File: config.mk
export PLATFORM = sky130hd
export DESIGN_NAME = mux_scan_seq
export DESIGN_NICKNAME = d
export VERILOG_FILES = /design/src/rtl/mux_scan_seq.sv
export SDC_FILE = /design/constraint.sdc
export NUM_CORES = 1
export LEC_CHECK = 0
export CORE_ASPECT_RATIO = 1.4
export CORE_MARGIN = 5
export CORE_UTILIZATION = 40
export DETAILED_ROUTE_END_ITERATION = 6
export PLACE_DENSITY = 0.8
export RECOVER_POWER = 25
export SLEW_MARGIN = 40
export SYNTH_ARGS = -nofsm -noshare
export SYNTH_HDL_FRONTEND = slang
export SYNTH_SLANG_ARGS = --single-unit
File: constraint.sdc
create_clock -name clk -period 2.7 [get_ports clk]
set_clock_uncertainty 0.1 [all_clocks]
set_input_delay 0.54 -clock clk [delete_from_list [all_inputs] [get_ports clk]]
set_output_delay 0.54 -clock clk [all_outputs]
set_load 0.01 [all_outputs]
File: src/rtl/mux_scan_seq.sv
// mux_scan_seq: registered N_CH-way data multiplexer with a manual-select
// mode and an auto-scan mode that dwells dwell+1 cycles on each channel.
//
// Handshake: there is no valid/ready channel here. start and stop are
// single-cycle pulses sampled on the rising edge. Outputs y/ch/wrap/sel_err
// are registered. busy is decoded from the registered FSM state only.
module mux_scan_seq #(
    parameter int N_CH    = 8,
    parameter int DW      = 1,
    parameter int DWELL_W = 8,
    localparam int SW     = $clog2(N_CH)
) (
    input  logic                 clk,
    input  logic                 rst_n,
    input  logic [N_CH*DW-1:0]   d,
    input  logic [SW-1:0]        sel,
    input  logic                 mode,
    input  logic                 start,
    input  logic                 stop,
    input  logic [DWELL_W-1:0]   dwell,
    output logic [DW-1:0]        y,
    output logic [SW-1:0]        ch,
    output logic                 busy,
    output logic                 wrap,
    output logic                 sel_err
);

    typedef enum logic {
        IDLE = 1'b0,
        SCAN = 1'b1
    } state_t;

    state_t             state_q;
    state_t             state_n;
    logic [DWELL_W-1:0] cnt_q;
    logic [DWELL_W-1:0] cnt_n;
    logic [SW-1:0]      ch_n;
    logic               wrap_n;
    logic               err_n;
    logic [DW-1:0]      y_n;
    logic               sel_oor;

    // Manual select beyond the last channel (only possible when N_CH is not a power of two).
    assign sel_oor = ({1'b0, sel} >= (SW + 1)'(N_CH));

    // Next-state decode: manual mode first, then stop over start, then scan stepping.
    always_comb begin
        state_n = state_q;
        ch_n    = ch;
        cnt_n   = cnt_q;
        wrap_n  = 1'b0;
        err_n   = 1'b0;
        if (!mode) begin
            state_n = IDLE;
            ch_n    = sel;
            err_n   = sel_oor;
        end else if (stop) begin
            state_n = IDLE;
        end else if (start) begin
            state_n = SCAN;
            ch_n    = '0;
            cnt_n   = dwell;
        end else if (state_q == SCAN) begin
            if (cnt_q != '0) begin
                cnt_n = cnt_q - DWELL_W'(1);
            end else begin
                cnt_n = dwell;
                if (ch == SW'(N_CH - 1)) begin
                    ch_n   = '0;
                    wrap_n = 1'b1;
                end else begin
                    ch_n = ch + SW'(1);
                end
            end
        end
    end

    // Data slice of the channel that ch loads on this edge; out-of-range selects give zero.
    always_comb begin
        y_n = '0;
        for (int k = 0; k < N_CH; k++) begin
            if (ch_n == SW'(k)) begin
                y_n = d[k*DW +: DW];
            end
        end
    end

    // Single registered FSM with registered outputs; reset overrides everything.
    always_ff @(posedge clk) begin
        if (!rst_n) begin
            state_q <= IDLE;
            cnt_q   <= '0;
            ch      <= '0;
            y       <= '0;
            wrap    <= 1'b0;
            sel_err <= 1'b0;
        end else begin
            state_q <= state_n;
            cnt_q   <= cnt_n;
            ch      <= ch_n;
            y       <= y_n;
            wrap    <= wrap_n;
            sel_err <= err_n;
        end
    end

    assign busy = (state_q == SCAN);

endmodule
After elaboration in Yosys (flattened, before gate mapping)
Index checks and enable logic that the tools add are counted.

word-level totals
  register bits after elaboration = 14
  bits in latches = 0
  bits in writable memories = 0
  memory bits (read-only) = 0
  input port bits = 24
  output and inout port bits = 7
  memories kept = 0

cells by class
  $add $sub $neg = 2
  multiply operators = 0
  div/mod/pow operators = 0
  $lt $le $gt $ge = 0
  equal/unequal tests = 8
  shift-type cells = 0
  mux-type cells = 18
  bitwise operators = 4
  reductions and logical operators = 6

operators by type and width
  kind                   count
  $mux W8                3
  $mux W3                6
  $eq A3 B3 Y1 const B   5
  $mux W1                9
  $reduce_bool A8 Y1     1
  $sub A8 B1 Y8 const B  1
  $eq A3 B2 Y1 const B   2
  $reduce_or A6 Y1       1
  $not A1 Y1             4
  $add A3 B1 Y3 const B  1
  $eq A3 B1 Y1 const B   1
  $logic_not A3 Y1       1
  $reduce_and A3 Y1      1
  $reduce_or A3 Y1       1
  $reduce_bool A2 Y1     1

Depth between registers and ports, before layout
  depth in word-level cells = 16
  depth in mapped cells = 8
  mapped depth without buffers = 7

Worst setup path after synthesis
OpenSTA, ideal clock, no wires.

  path kind = flip-flop to flip-flop
  start point = reg cnt_q[0]
  end point = reg y
  setup time = 134 ps
  data arrival time = 1809 ps
  setup slack = 657 ps
  stages on the path, launching flop included = 8
  path buffers = 0
  period minus slack after synthesis = 2043 ps
  cell sequence = dfxtp_1 > inv_1 > ha_1 > or4b_4 > o2111ai_4 > a31oi_1 > a2111oi_1 > nor4_1

between the ends
  word-level cells in the longest chain between the ends = 15
  elaborated cells between the ends (all ways) = 22

RTL lines
  item                      line  text
  start: declaration        35    logic [DWELL_W-1:0] cnt_q;
  start signal: assignment  99    cnt_q <= cnt_n;
  $reduce_bool A8 Y1 *      64    if (cnt_q != '0) begin
  $mux W3 *                 64
  $mux W3 *                 63    end else if (state_q == SCAN) begin
  $mux W3 *                 59    end else if (start) begin
  $mux W3 *                 57    end else if (stop) begin
  $mux W3 *                 53    if (!mode) begin
  $logic_not A3 Y1          82    if (ch_n == SW'(k)) begin
  $mux W1 (7 in series)     82
  $mux W1 *                 82
  end signal: assignment    101   y <= y_n;
  end: declaration          21    output logic [DW-1:0] y,

Every way passes the cells marked *; elsewhere a longest branch is shown, timed or not.
A chain may end at the register's enable or synchronous reset.

Worst setup path after layout
  start point = in mode
  end point = reg y

between the ends
  word-level cells in the longest chain between the ends = 10
  elaborated cells between the ends (all ways) = 17

RTL lines
  item                   line  text
  start: declaration     17    input logic mode,
  $mux W3 *              53
  $logic_not A3 Y1       82
  $mux W1 (7 in series)  82
  $mux W1 *              82

Marked as above.

==> impl_metrics.py <==
metrics = {
    "logic_synthesis": {
        "syn_nets": 157,
        "ys.flop_type": "dfxtp_1",
        "synth_cells": 129,
        "yosysSeqAreaShare_pct": 26.4,
        "synth-edff-count": 0,
        "synth_area_leaders": "dfxtp_1 26%, ha_1 4.7%, o21ai_0 4.2%, nand2_1 3.9%, and2_1 3.5%",
        "yosys_warnings": 0,
        "synth_top_area_share_pct": 26.4,
        "syn_avg_cell_area_um2": 8.24,
        "syn_area_um2": 1060,
        "async_flop_share_pct": 0,
        "synth_most_common_cell": "dfxtp_1",
        "yosys_register_bits": 14,
        "synth_common_cells": "14 x dfxtp_1, 11 x nand2_1, 9 x o21ai_0",
        "synth_top_area_cell": "dfxtp_1",
        "ys_types": 47,
    },
    "clocking": {
        "cts_buffers": 3,
        "cts_root_buf": "clkbuf_4",
        "clk_latency_ps": 280,
        "hold_buffers": 0,
        "cts_resized": 0,
        "h-tree-depth": 1,
        "clk_path_buf_depth": 2,
        "cts_setup_buffers": 0,
        "cts_tree": "built",
        "clk_pin_slew_ps": 90,
        "cts_sinks": 14,
    },
    "timing": {
        "maxSlewHeadroom_pct": 52.3,
        "fin_ws_ps": 295,
        "setup_viol": 0,
        "slew_violations": 0,
        "fin_setup_tns_ps": 0,
        "grt_setup_unrepaired": "no",
        "timing.final.crit_period_ps": 2410,
        "fmax_mhz": 416,
        "hold_viol": 0,
        "tightest_slew_ps": 708,
        "period_share_pct": 89.1,
    },
    "route": {
        "drc": 0,
        "routed_wirelength_um": 3050,
        "first_pass_iters": 4,
        "drt-initial-drc-count": 31,
        "via_per_inst": 5.75,
        "ant_nets": 0,
        "vias": 1150,
        "wire_per_inst_um": 15.3,
    },
    "placed_design": {
        "placed_cell_area_um2": 1430,
        "portBuffers": 29,
        "dp_slack_ps": 7.76,
        "place_congestion": 0.908,
        "post-dp-hpwl_um": 2410,
    },
    "pwr": {
        "netSwitchingPower_mw": 0.177,
        "p_per_area_nw_per_um2": 396,
        "leakage_nw": 0.580,
        "seqPwrFrac_pct": 40.5,
        "switching_share_pct": 30.7,
        "p_comb_share_pct": 33.3,
        "ir_drop_mv": 0.268,
        "clkPwrFrac_pct": 26.1,
        "intPower_mw": 0.400,
    },
    "die": {
        "die_y_um": 71.0,
        "start_util_pct": 41.1,
        "die_w_um": 53.6,
        "die_area_um2": 3800,
        "ios": 31,
        "core_area_um2": 2590,
        "row_count": 22,
    },
    "setup_path": {
        "required_ps": 2750,
        "end_kind": "flip-flop",
        "cp_data_arrival_time_ps": 2460,
        "crit_type": "in2reg",
        "critPathLaunchType": "primary input",
        "cp_max_fo": 10,
    },
    "hold_path": {
        "hp-class": "reg2reg",
    },
    "global_route": {
        "antenna_found_initial": 0,
        "grt_overflow": 0,
        "grt_pass1_vias": 1227,
        "grt_pass1_wl_um": 5310,
        "track_usage_pct": 17.9,
        "grt_start_max_net_pins": 15,
    },
    "layout": {
        "final_util_pct": 56.3,
        "syn2layout_area_growth_pct": 37.1,
        "nets": 193,
        "fillers": 261,
        "postLayoutCellArea_um2": 1460,
        "drive_gt1_share_pct": 9.76,
        "diodes": 0,
    },
    "status": {
        "status": "finished, final reports clean",
    },
    "run": {
        "maxCapViolCount": 0,
    },
}
## logic make-up (layout without fill, tap and decap cells)
group	after synthesis	after routing	synth area share [%]
flops	14	14	26.4
other cells	1	1	0.353
mux	3	3	2.82
fa+ha+maj	4	4	4.71
simple gates	57	57	34.7
buf+inv	10	45	3.88
compound gates	40	40	27.2
## power groups by stage
stage	clock [mW]	sequential, mW	combinational, mW
2_1_floorplan	0	0.237	0.112
3_3_place_gp	0	0.238	0.187
3_5_place_dp	0	0.238	0.193
4_1_cts	0.158	0.234	0.195
5_1_grt	0.173	0.236	0.212
6_report	0.151	0.234	0.192
## registers in the layout, summed over array words and instances (netlist names)
register / count
busy: 1
y: 1
cnt_q: 8
wrap: 1
ch: 3
## cells in the final DEF, fill, tap and decap left out, drive strengths merged, types with 3 or more instances in the layout
cell type / count
clkbuf: 6
a31oi: 3
and2: 6
clkdlybuf4s50: 27
nand2b: 4
mux2i: 3
nor2b: 4
a2111oi: 3
nor3: 3
and3: 4
dfxtp: 14
buf: 5
o21ai: 10
a21oi: 7
inv: 5
ha: 4
nand2: 11
nand4: 5
nand3: 7
## layout make-up
type / instances / area, um^2 / share of cell area [%]
flip-flops and latches: 14 / 280 / 19.2
repair buffers: 36 / 335 / 23.0
clock buffers: 4 / 36.3 / 2.49
inverters: 5 / 18.8 / 1.29
well taps: 36 / 45.0 / 3.09
multi-input cells: 105 / 742 / 50.9
## worst max-delay path, stage by stage
cell             delay [ps]
clkdlybuf4s50_1         510
buf_4                   190
nor4bb_1                360
and4_1                  290
a2111oi_0                80
a2111oi_0               380
nor4_1                  110
## through the flow
stage,total power [mW],std cells,hold slack [ps]
global route,0.621,200,439
floorplan,0.349,129,367
detailed placement,0.431,196,397
global placement,0.425,196,388
CTS,0.587,200,410
finish,0.577,200,407
## worst paths after layout
kind	startpoint	to	slack, ps	cells after the start
max reg2reg	cnt_q[0]	y	360	7
min	cnt_q[1]	cnt_q[1]	410	2
min reg2reg	cnt_q[1]	cnt_q[1]	410	2
max	mode	y	290	7
## metal layers
metal / share of wire [%] / vias up / global-route usage, %
li1: - / 565 / -
met1: 40 / 527 / 20.1
met2: 52 / 50 / 31.8
met3: 6.0 / 8 / 2.32
met4: 2.0 / 0 / 8.24
met5: 0 / - / 0
Note: power is estimated with default switching activity, not from simulation.
